File: src/rtl/uart_pkg.sv
// ----------------------------------------------------------------------------
// uart_pkg
// Shared definitions for the UART transmit arbiter: the sequencer state
// encoding, the byte width of every requester lane and of the transmitter,
// and the default number of cycles allowed for the transmitter to raise
// tx_busy after a start strobe.
// ----------------------------------------------------------------------------
package uart_pkg;

  localparam int BYTE_W           = 8;
  localparam int BUSY_TIMEOUT_DEF = 16;

  typedef enum logic [1:0] {
    IDLE    = 2'd0,
    SEND    = 2'd1,
    WAIT_HI = 2'd2,
    WAIT_LO = 2'd3
  } state_e;

endpackage

File: src/rtl/uart_rr_pick.sv
// ----------------------------------------------------------------------------
// uart_rr_pick
// Combinational circular-priority picker. Chooses the first set bit of the
// eligible vector at or after the pointer, wrapping at NUM_REQ.
//
// Ports:
//   elig_i   in  NUM_REQ  eligible requesters
//   ptr_i    in  IDW      index with highest priority
//   grant_o  out NUM_REQ  one-hot winner (all zero when nothing eligible)
//   idx_o    out IDW      winner index (0 when nothing eligible)
//   any_o    out 1        at least one requester eligible
// ----------------------------------------------------------------------------
module uart_rr_pick #(
  parameter int NUM_REQ = 4,
  parameter int IDW     = $clog2(NUM_REQ)
) (
  input  logic [NUM_REQ-1:0] elig_i,
  input  logic [IDW-1:0]     ptr_i,
  output logic [NUM_REQ-1:0] grant_o,
  output logic [IDW-1:0]     idx_o,
  output logic               any_o
);

  int           pos;
  logic [IDW-1:0] pos_idx;

  always_comb begin
    grant_o = '0;
    idx_o   = '0;
    any_o   = 1'b0;
    pos     = 0;
    pos_idx = '0;
    // Walk the ring starting at the pointer; the wrap is done explicitly so
    // a non-power-of-two NUM_REQ never produces an index >= NUM_REQ.
    for (int k = 0; k < NUM_REQ; k++) begin
      pos = int'(ptr_i) + k;
      if (pos >= NUM_REQ) begin
        pos = pos - NUM_REQ;
      end
      pos_idx = IDW'(pos);
      if (!any_o && elig_i[pos_idx]) begin
        any_o            = 1'b1;
        idx_o            = pos_idx;
        grant_o[pos_idx] = 1'b1;
      end
    end
  end

endmodule

File: src/rtl/uart_tx_arbiter.sv
// ----------------------------------------------------------------------------
// uart_tx_arbiter
// Shares one UART transmitter between NUM_REQ byte-stream requesters.
// Grants rotate round-robin between packets; a requester that starts a
// packet keeps the transmitter until it sends a byte flagged last. Each
// byte is sequenced as accept -> one-cycle wr_en -> wait for tx_busy high ->
// wait for tx_busy low. If tx_busy never rises, err_timeout pulses and the
// byte is treated as sent.
//
// Ports:
//   clk_50m       in  1          system clock
//   rst_n         in  1          synchronous active-low reset
//   req_data      in  NUM_REQ*8  byte of requester i at [8i+7:8i]
//   req_valid     in  NUM_REQ    requester i offers a byte
//   req_last      in  NUM_REQ    requester i's byte ends its packet
//   req_ready     out NUM_REQ    one-hot accept strobe (valid&ready)
//   uart_din      out 8          byte to the transmitter
//   uart_wr_en    out 1          transmitter start strobe
//   uart_tx_busy  in  1          transmitter busy
//   grant_id      out IDW        index of the last accepted requester
//   locked        out 1          packet lock held
//   err_timeout   out 1          pulse when tx_busy failed to rise
// ----------------------------------------------------------------------------
module uart_tx_arbiter
  import uart_pkg::*;
#(
  parameter int NUM_REQ      = 4,
  parameter int BUSY_TIMEOUT = BUSY_TIMEOUT_DEF,
  parameter int IDW          = $clog2(NUM_REQ)
) (
  input  logic                      clk_50m,
  input  logic                      rst_n,
  input  logic [NUM_REQ*BYTE_W-1:0] req_data,
  input  logic [NUM_REQ-1:0]        req_valid,
  input  logic [NUM_REQ-1:0]        req_last,
  output logic [NUM_REQ-1:0]        req_ready,
  output logic [BYTE_W-1:0]         uart_din,
  output logic                      uart_wr_en,
  input  logic                      uart_tx_busy,
  output logic [IDW-1:0]            grant_id,
  output logic                      locked,
  output logic                      err_timeout
);

  localparam int             CNT_W    = $clog2(BUSY_TIMEOUT + 1);
  // The registered pulse lands in the cycle after the counter reaches
  // BUSY_TIMEOUT-1, i.e. exactly BUSY_TIMEOUT cycles after wr_en.
  localparam logic [CNT_W-1:0] CNT_LAST = CNT_W'(BUSY_TIMEOUT - 2);

  state_e             state_q,   state_d;
  logic [IDW-1:0]     ptr_q,     ptr_d;
  logic               lock_q,    lock_d;
  logic [IDW-1:0]     lock_id_q, lock_id_d;
  logic [IDW-1:0]     gid_q,     gid_d;
  logic [BYTE_W-1:0]  din_q,     din_d;
  logic [CNT_W-1:0]   cnt_q,     cnt_d;
  logic               err_q,     err_d;

  logic [NUM_REQ-1:0] elig;
  logic [NUM_REQ-1:0] pick_grant;
  logic [IDW-1:0]     pick_idx;
  logic               pick_any;
  logic               accept;
  logic [BYTE_W-1:0]  win_data;
  logic               win_last;

  // While a packet is open only its owner may compete, even if it has
  // momentarily dropped valid; everyone else starves until its last byte.
  always_comb begin
    elig = req_valid;
    if (lock_q) begin
      elig             = '0;
      elig[lock_id_q]  = req_valid[lock_id_q];
    end
  end

  uart_rr_pick #(
    .NUM_REQ (NUM_REQ),
    .IDW     (IDW)
  ) u_pick (
    .elig_i  (elig),
    .ptr_i   (ptr_q),
    .grant_o (pick_grant),
    .idx_o   (pick_idx),
    .any_o   (pick_any)
  );

  assign accept    = (state_q == IDLE) && !uart_tx_busy && pick_any;
  assign req_ready = accept ? pick_grant : '0;

  // One-hot mux of the winner's lane.
  always_comb begin
    win_data = '0;
    win_last = 1'b0;
    for (int i = 0; i < NUM_REQ; i++) begin
      if (pick_grant[i]) begin
        win_data = req_data[i*BYTE_W +: BYTE_W];
        win_last = req_last[i];
      end
    end
  end

  always_comb begin
    state_d   = state_q;
    ptr_d     = ptr_q;
    lock_d    = lock_q;
    lock_id_d = lock_id_q;
    gid_d     = gid_q;
    din_d     = din_q;
    cnt_d     = cnt_q;
    err_d     = 1'b0;
    case (state_q)
      IDLE: begin
        if (accept) begin
          din_d   = win_data;
          gid_d   = pick_idx;
          state_d = SEND;
          if (win_last) begin
            // Pointer only moves at packet end so packets, not bytes, rotate.
            lock_d = 1'b0;
            ptr_d  = (int'(pick_idx) == NUM_REQ - 1) ? '0 : pick_idx + 1'b1;
          end else begin
            lock_d    = 1'b1;
            lock_id_d = pick_idx;
          end
        end
      end
      SEND: begin
        cnt_d   = '0;
        state_d = WAIT_HI;
      end
      WAIT_HI: begin
        if (uart_tx_busy) begin
          state_d = WAIT_LO;
        end else begin
          cnt_d = cnt_q + 1'b1;
          if (cnt_q == CNT_LAST) begin
            err_d   = 1'b1;
            state_d = IDLE;
          end
        end
      end
      WAIT_LO: begin
        if (!uart_tx_busy) begin
          state_d = IDLE;
        end
      end
      default: state_d = IDLE;
    endcase
  end

  always_ff @(posedge clk_50m) begin
    if (!rst_n) begin
      state_q   <= IDLE;
      ptr_q     <= '0;
      lock_q    <= 1'b0;
      lock_id_q <= '0;
      gid_q     <= '0;
      din_q     <= '0;
      cnt_q     <= '0;
      err_q     <= 1'b0;
    end else begin
      state_q   <= state_d;
      ptr_q     <= ptr_d;
      lock_q    <= lock_d;
      lock_id_q <= lock_id_d;
      gid_q     <= gid_d;
      din_q     <= din_d;
      cnt_q     <= cnt_d;
      err_q     <= err_d;
    end
  end

  assign uart_din    = din_q;
  assign uart_wr_en  = (state_q == SEND);
  assign grant_id    = gid_q;
  assign locked      = lock_q;
  assign err_timeout = err_q;

endmodule

File: config.mk
export PLATFORM = sky130hd
export DESIGN_NAME = uart_tx_arbiter
export DESIGN_NICKNAME = d
export VERILOG_FILES = /design/src/rtl/uart_pkg.sv /design/src/rtl/uart_rr_pick.sv /design/src/rtl/uart_tx_arbiter.sv
export SDC_FILE = /design/constraint.sdc
export NUM_CORES = 1
export LEC_CHECK = 0
export ABC_CLOCK_PERIOD_IN_PS = 3930
export BUFFER_PORTS_ARGS = -buffer_cell sky130_fd_sc_hd__buf_2
export CAP_MARGIN = 20
export CORE_MARGIN = 2
export CORE_UTILIZATION = 45
export CTS_BUF_LIST = sky130_fd_sc_hd__clkbuf_4 sky130_fd_sc_hd__clkbuf_8
export CTS_CLUSTER_DIAMETER = 150
export DETAILED_ROUTE_END_ITERATION = 16
export GPL_TIMING_DRIVEN = 1
export PLACE_DENSITY = 0.77
export SYNTH_ARGS = -nofsm -noshare
export SYNTH_HDL_FRONTEND = slang
export SYNTH_SLANG_ARGS = --single-unit
File: constraint.sdc
create_clock -name clk_50m -period 3.93 [get_ports clk_50m]
set_input_delay 0.786 -clock clk_50m [delete_from_list [all_inputs] [get_ports clk_50m]]
set_output_delay 0.786 -clock clk_50m [all_outputs]
set_load 0.005 [all_outputs]
Word level (Yosys, flattened, before mapping):

Index checks and enable logic that the tools add are counted.

* bits of input ports: 43
* output and inout port bits: 17
* word-level logic and storage cells: 125
* register bits after elaboration: 23

* multiplexer cells: 56
* bitwise logic cells: 7
* equal/unequal tests: 9
* $lt $le $gt $ge: 14
* $add $sub $neg: 9
* reductions and logical operators: 22

Operators by type and width (number)
* two-way mux 8 bit: 4
* two-way mux 2 bit: 13
* two-way mux 4 bit: 6
* two-way mux 1 bit: 20
* < comparator 2 x 3 -> 1 bit (second input constant): 5
* bitwise OR 4 bit: 3
* binary-select mux 1 bit (select 2 bit): 5
* demux 1 bit (select 2 bit): 5
* >= comparator 2 x 1 -> 1 bit (second input constant): 5
* logical AND 1 bit: 10
* one-hot mux 5 bit (2 select lines): 1
* >= comparator 3 bit (second input constant): 3
* AND reduction 3 bit: 3
* one-hot mux 2 bit (4 select lines): 1
* subtractor 2 x 1 -> 2 bit (second input constant): 4
* adder 2 x 2 -> 3 bit (second input constant): 2
* inequality test 2 bit (second input constant): 3
* adder 5 x 1 -> 5 bit (second input constant): 1
* == test 5 x 4 -> 1 bit (second input constant): 1
* two-way mux 5 bit: 1
* AND 4 bit: 1
* == test 2 x 1 -> 1 bit (second input constant): 2
* == test 2 bit (second input constant): 2
* logical NOT 1 bit: 4
* other kinds (9): 12

Depth between registers and ports, before layout:

Gate-level depths: netlist (run 1).

* depth after elaboration: 24
* depth in mapped cells: 14
* mapped depth without buffers: 10

Cells and area by module:

A second synthesis (run 1) with hierarchy kept.

* cells, all modules: 232
* area total of the unflattened synthesis: 1820.5 um2

Modules (own cells, without submodules)
* uart_tx_arbiter: cells an instance 187, instances 1, seq. area each 460.4 um2, area an instance 1398.8 um2
* uart_rr_pick: cells an instance 45, instances 1, seq. area each 0.0 um2, area an instance 421.7 um2

Least setup slack after synthesis (run 1):

OpenSTA, ideal clock, no wires.

* kind: register -> output
* from: register ptr_q[1]
* to: output port req_ready[3]
* setup slack: 48 ps
* arrival: 3096 ps
* path buffers: 4
* stages on the path, launching flop included: 13
* required time: 3144 ps
* cells stage by stage: dfxtp_1 clkbuf_1 inv_1 ha_1 buf_4 mux2i_1 o2111ai_2 a221oi_1 o211ai_1 nand3_1 clkbuf_1 clkbuf_1 and2_1

* word-level cells in the longest chain between the ends: 16
* elaborated cells between the ends (all ways): 62
* those cells by class: add/sub (7); order compare (12); mux (29); bitwise (3); reduce/logical (11)

RTL lines
* start, declared: line uart_tx_arbiter.sv:51 `logic [IDW-1:0] ptr_q, ptr_d;`
* start signal, assigned: line uart_tx_arbiter.sv:164 `ptr_q <= ptr_d;`
* parallel branches: the longest is 15 deep, another holds adder 2 x 1 -> 3 bit
* two-way mux 4 bit *: line uart_tx_arbiter.sv:89 `assign req_ready = accept ? pick_grant : '0;`
* end, declared: line uart_tx_arbiter.sv:36 `output logic [NUM_REQ-1:0] req_ready,`

Every way passes the cells marked *. The select of a mux whose other input is x is not followed.

==> impl_results.md, run 1 <==
* Status: finished clean
* Critical Path Sink Type: primary output
* RSZ-0062 raised after global routing: false
* Worst path required time at 3.14 ns
* DP HPWL at 4577 um
* Area leader, netlist: dfxtp_1
* DRT iter0 DRCs at 197
* Hold Crit Class: reg2reg
* EDFF count, synth at 0
* Slew margin rel. at 55.85%
* Peak supply drop at 0.2958 mV
* Layout Nets at 394
* Diode count at 0
* Hold_buf cts at 0
* Register bit total from synthesis at 23
* Worst Max-Slew Pin Slew at 0.6602 ns
* WL/cell at 15.23 um
* YS warnings at 0
* Hold WS at 0.4574 ns
* Worst flop-to-flop path endpoint: lock_id_q[1]$_SDFFE_PN0P_
* CP cell instances: inv_1 > ha_1 > buf_4 > mux2i_1 > o2111a_1 > o211ai_1 > a2111oi_2 > nor3_4 > nor2_1 > buf_2
* Vias/cell at 6.118
* IO Count at 60
* DRC Markers at 0
* Leakage at 1.105 nW
* First-pass GRT wire length at 9915 um
* Clock tree sinks at 23
* CTS H-tree depth at 1
* CTS tree: built
* Clock Latency Late Sink at 0.26 ns
* CTS Buf Count at 3
* Arr. time, crit path at 2.94 ns
* Total Neg Setup Slack at 0 ns
* Max_cap viols at 0
* Largest net degree at the start of global routing at 21
* Sequential share of the synthesized area at 21.16%
* Minimum clock period at 3.723 ns
* Initial antenna violation count at 0
* PwrDens at 601.3 nW/um^2
* Syn Nets at 337
* Fmax at 0.2686 GHz
* Total power at 1.557 mW
* Top cells by area, synth: dfxtp_1 (21%), a21oi_1 (9.7%), ha_1 (4.0%)
* Number of placement rows at 25
* Hold Path End: grant_id[1]$_SDFFE_PN0P_
* Clk root buf: clkbuf_8
* Worst reg2reg setup slack at 0.62 ns
* Hold-critical path depth at 2
* Hold Crit Start: grant_id[1]$_SDFFE_PN0P_
* Post-CTS setup buffer count at 0
* Setup Skew at 0.007890 ns
* CP max stage delay at 0.51 ns
* Kind of cell adding the most delay to the critical path: compound AO/OA/AOI/OAI gates
* Initial Utilization at 46.37%
* Fraction of registers with async set/reset at 0%
* Die Span X at 73.54 um
* Final instance area at 2590 um^2
* Chip height at 73.54 um
* Bufs and invs on worst path at 3
* Number of port buffers at 59
* Post-route antenna net violation count at 0
* Worst-path fanout max at 10
* Drt pass-1 iters at 4
* Total wire length at 6048 um
* Post-synth design cell area at 2176 um^2
* Synth Flop Type: dfxtp_1
* Setup violators final at 0
* Placed cell areas at 2541 um^2
* Clock transition at path regs at 0.08 ns
* List of most frequent post-synthesis cells: a21oi_1 (42), dfxtp_1 (23), inv_1 (22), nand2_1 (17), o21ai_0 (17)
* Area Growth Syn to Fin at 19.03%
* Syn Inst Count at 287
* DIE AREA at 5407 um^2
* Synth top area share at 21.16%
* # resized after CTS at 0
* Worst Setup Start Kind: flop
* Total GRT Usage at 22.52%
* Share of layout cells above drive strength 1 at 25.95%
* Vias at 2429
* CTS max path bufs at 2
* Period utilization at 94.74%
* Placer Congestion at 1.015
* Global route overflow at 0
* Crit-path slowest cell: a2111oi_2
* Post-synth cell types at 64
* Final Max Slew Viols at 0
* Final hold violation count at 0
* Core box area at 4692 um^2
* Util after Layout at 55.20%
* Syn Area/Cell at 7.581 um^2
* Most frequent cell after synthesis: a21oi_1
* Vias in the first global route at 2152
* Setup CP Type: reg2out
* Reg2Reg Depth at 11
## stage by stage
step	setup slack (ns)	std cells
2_1_floorplan	0.04843	287
4_1_cts	0.2241	397
6_report	0.2066	397
3_3_place_gp	0.5251	393
3_5_place_dp	0.4894	393
5_1_grt	0.05032	397
## state kept, by name, indices dropped and copies added (netlist names), named ones only
register,cells
grant_id,2
state_q,2
cnt_q,5
uart_din,8
ptr_q,1
err_timeout,1
locked,1
lock_id_q,2
## tightest hold or removal path: cells and delay by family (launching register included)
family / cells / cell delay [ns]
AO/OA/AOI/OAI: 1 / 0.05
AND/OR/NAND/NOR: 1 / 0.05
flip-flops: 1 / 0.31
## power breakdown
group,switching (mW),internal (mW),leakage [nW]
Combinational,0.613,0.439,0.891
Clock,0.0724,0.0791,0.0262
Sequential,0.0607,0.293,0.188
Total,0.746,0.811,1.11
## metal layers
metal / vias up / GRT usage (%) / share of wire [%]
li1: 1198 / - / -
met1: 1125 / 33.31 / 47
met2: 96 / 33.53 / 44
met3: 10 / 4.390 / 7.7
met4: 0 / 5.253 / 1.6
met5: - / 0 / 0
## how the worst max path moves through the flow
stage / endpoint / cells after the start / slack (ns) / start
2_1_floorplan: req_ready[3] / 12 / 0.05 / ptr_q[1]$_SDFFE_PN0P_
3_3_place_gp: req_ready[0] / 8 / 0.53 / req_valid[0]
3_5_place_dp: req_ready[0] / 7 / 0.49 / req_valid[0]
4_1_cts: req_ready[0] / 10 / 0.22 / ptr_q[1]$_SDFFE_PN0P_
5_1_grt: req_ready[0] / 10 / 0.05 / flop
6_report: req_ready[0] / 10 / 0.21 / flop
## cell type report
cell class	count	area (um^2)
fill	448	2102
multi-input combinational	222	1541
tap	54	67.56
inverter	23	86.33
timing repair buffer	71	385.4
clock buffer	4	48.80
sequential	23	460.4
## cells in the final DEF (no fill, tap or decap), types with 6 or more instances in the layout
cell type   n
a211oi_1    8
a21o_1     10
a21oi_1    42
buf_2      59
buf_4      12
dfxtp_1    23
ha_1        7
inv_1      22
mux2i_1     6
nand2_1    17
nand2b_1    8
nand3_1     7
nor2_1     11
nor3_1      9
nor3b_1     9
o211ai_1    6
o21ai_0    17
## cells by family after synthesis
group	share of synthesized area [%]
AO/OA/AOI/OAI	40.37
AND/OR/NAND/NOR	20.82
buffers and inverters	7.993
flip-flops	21.16
multiplexers	4.830
adder cells (fa/ha/maj)	4.025
XOR/XNOR	0.8052
No activity file was read; power rests on OpenSTA's default activity.
==> run 2, diff against run 1 <==
--- a/config.mk
+++ b/config.mk
@@ -5,16 +5,18 @@
 export SDC_FILE = /design/constraint.sdc
 export NUM_CORES = 1
 export LEC_CHECK = 0
-export ABC_CLOCK_PERIOD_IN_PS = 3930
+export ABC_CLOCK_PERIOD_IN_PS = 3300
 export BUFFER_PORTS_ARGS = -buffer_cell sky130_fd_sc_hd__buf_2
 export CAP_MARGIN = 20
+export CELL_PAD_IN_SITES_DETAIL_PLACEMENT = 1
+export CELL_PAD_IN_SITES_GLOBAL_PLACEMENT = 1
 export CORE_MARGIN = 2
-export CORE_UTILIZATION = 45
+export CORE_UTILIZATION = 35
 export CTS_BUF_LIST = sky130_fd_sc_hd__clkbuf_4 sky130_fd_sc_hd__clkbuf_8
 export CTS_CLUSTER_DIAMETER = 150
 export DETAILED_ROUTE_END_ITERATION = 16
 export GPL_TIMING_DRIVEN = 1
-export PLACE_DENSITY = 0.77
+export PLACE_DENSITY_LB_ADDON = 0.2
 export SYNTH_ARGS = -nofsm -noshare
 export SYNTH_HDL_FRONTEND = slang
 export SYNTH_SLANG_ARGS = --single-unit
==> constraint.sdc (replaced) <==
create_clock -name clk_50m -period 3.3 [get_ports clk_50m]
set_input_delay 0.66 -clock clk_50m [delete_from_list [all_inputs] [get_ports clk_50m]]
set_output_delay 0.66 -clock clk_50m [all_outputs]
set_load 0.005 [all_outputs]
==> impl_results.md, run 2 (synthesis gave the netlist of run 1 again) <==
* IO Count at 60
* Number of flip-flops in the largest register at 8
* Post-layout instance count excluding filler cells at 429
* Diode count at 0
* Number of placement rows at 28
* CTS tree: built
* Core box area at 5956 um^2
* Final Max Slew Viols at 0
* Clock Latency Late Sink at 0.27 ns
* Clock tree sinks at 23
* Drt pass-1 iters at 4
* Worst Setup Start Kind: flop
* Chip height at 82.85 um
* Worst-path fanout max at 7
* Status: finished clean
* Placer Congestion at 0.8894
* Layout Nets at 405
* Commonest cells after routing, fill and taps aside: buf_2 (59), a21oi_1 (42), buf_4 (23)
* Hold-critical path depth at 2
* DRC Markers at 0
* Worst Max-Slew Pin Slew at 0.5998 ns
* Setup Skew at 0.001823 ns
* Total GRT Usage at 20.81%
* Initial Utilization at 36.53%
* Worst flop-to-flop path endpoint: ptr_q[1]$_SDFFE_PN0P_
* Arr. time, crit path at 2.63 ns
* Area Growth Syn to Fin at 28.92%
* Worst reg2reg setup slack at 0.19 ns
* Worst path required time at 2.64 ns
* Slew margin rel. at 59.96%
* Vias in the first global route at 2468
* Origin of the critical flop-to-flop path: ptr_q[1]$_SDFFE_PN0P_
* WL/cell at 17.16 um
* Fmax at 0.3040 GHz
* Setup CP Type: reg2out
* Die Span X at 82.85 um
* Hold_buf cts at 0
* Post-route antenna net violation count at 0
* CTS H-tree depth at 1
* Largest net degree at the start of global routing at 21
* Vias/cell at 5.837
* CTS Buf Count at 3
* Vias at 2504
* DP HPWL at 5413 um
* Minimum clock period at 3.290 ns
* Peak supply drop at 0.5058 mV
* Hold Crit Class: reg2reg
* Max_cap viols at 0
* Leakage at 1.174 nW
* Cells after DPL at 417
* Initial antenna violation count at 0
* RSZ-0062 raised after global routing: true
* Reg2Reg Depth at 11
* Critical Path Sink Type: primary output
* Hold Crit Start: grant_id[0]$_SDFFE_PN0P_
* Number of port buffers at 59
* First-pass GRT wire length at 12230 um
* PwrDens at 736.6 nW/um^2
* Total power at 2.066 mW
* DIE AREA at 6863 um^2
* Total wire length at 7360 um
* Clk root buf: clkbuf_8
* CTS max path bufs at 2
* Clock transition at path regs at 0.09 ns
* Period utilization at 99.69%
* DRT iter0 DRCs at 90
* Global route overflow at 0
* Fillers at 777
* Most common cell after layout, fill and taps aside: buf_2
* Setup violators final at 0
* Final hold violation count at 0
* Share of layout cells above drive strength 1 at 33.62%
* Hold Path End: grant_id[0]$_SDFFE_PN0P_
==> run 2: per-stage QoR <==
step                      TNS (ns)  worst slack (ns)  utilization, %  instance area (um^2)  hold slack [ns]
after floorplan                  0           0.01888               -                  2230           0.4527
after global placement           0            0.2216           44.03                  2623           0.4463
after detailed placement         0            0.1714           44.03                  2623           0.4679
after CTS                        0           0.01177           46.01                  2740           0.4858
after global routing       -0.1119          -0.03920           47.10                  2805           0.5106
final                            0           0.01024           47.10                  2805           0.4771
==> run 2: worst max path at each step <==
| stage | from | end | slack (ns) | depth (start not counted) |
|---|---|---|---|---|
| after floorplan | ptr_q[1]$_SDFFE_PN0P_ | req_ready[3] | 0.02 | 10 |
| after global placement | req_valid[0] | req_ready[0] | 0.22 | 8 |
| after detailed placement | req_valid[0] | ptr_q[1]$_SDFFE_PN0P_ | 0.17 | 10 |
| after CTS | ptr_q[1]$_SDFFE_PN0P_ | req_ready[3] | 0.01 | 8 |
| after global routing | ptr_q[1]$_SDFFE_PN0P_ | req_ready[2] | -0.04 | 8 |
| final | ptr_q[1]$_SDFFE_PN0P_ | req_ready[2] | 0.01 | 8 |
==> run 2: area by class of cell <==
type	instances	area, um^2	share of cell area [%]
repair buffers	82	467.9	16.68
flip-flops and latches	23	462.9	16.50
well taps	75	93.84	3.345
clock buffers	3	41.29	1.472
inverters	23	86.33	3.078
multi-input cells	222	1648	58.74
clock inverters	1	5.005	0.1784
==> run 2: repair_timing <==
| action | 4_1_cts | 5_1_grt |
|---|---|---|
| buffers inserted | 4 | 4 |
| resized for setup | 7 | 11 |
| endpoints found under the setup margin | 4 | 9 |
| pin swaps | 3 | 6 |
==> run 2: metal layers <==
| metal | vias up | part of all wire [%] | track usage (%) |
|---|---|---|---|
| li1 | 1226 | - | - |
| met1 | 1209 | 49 | 30.29 |
| met2 | 63 | 46 | 33.14 |
| met3 | 6 | 4.6 | 2.584 |
| met4 | 0 | 0.73 | 4.024 |
| met5 | - | 0 | 0 |
==> run 2: worst max-delay path, stage by stage, from the launching register on <==
cell and delay (ns):
dfxtp_2 0.35, inv_2 0.05, ha_4 0.32, mux4_2 0.52, a211o_4 0.39, nand2b_4 0.17
o31ai_4 0.32, nor2_1 0.09, buf_2 0.13
==> run 2: power by group <==
| part | switching [mW] | internal [mW] |
|---|---|---|
| sequential | 0.0851 | 0.349 |
| combinational | 0.814 | 0.634 |
| clock | 0.0994 | 0.0845 |
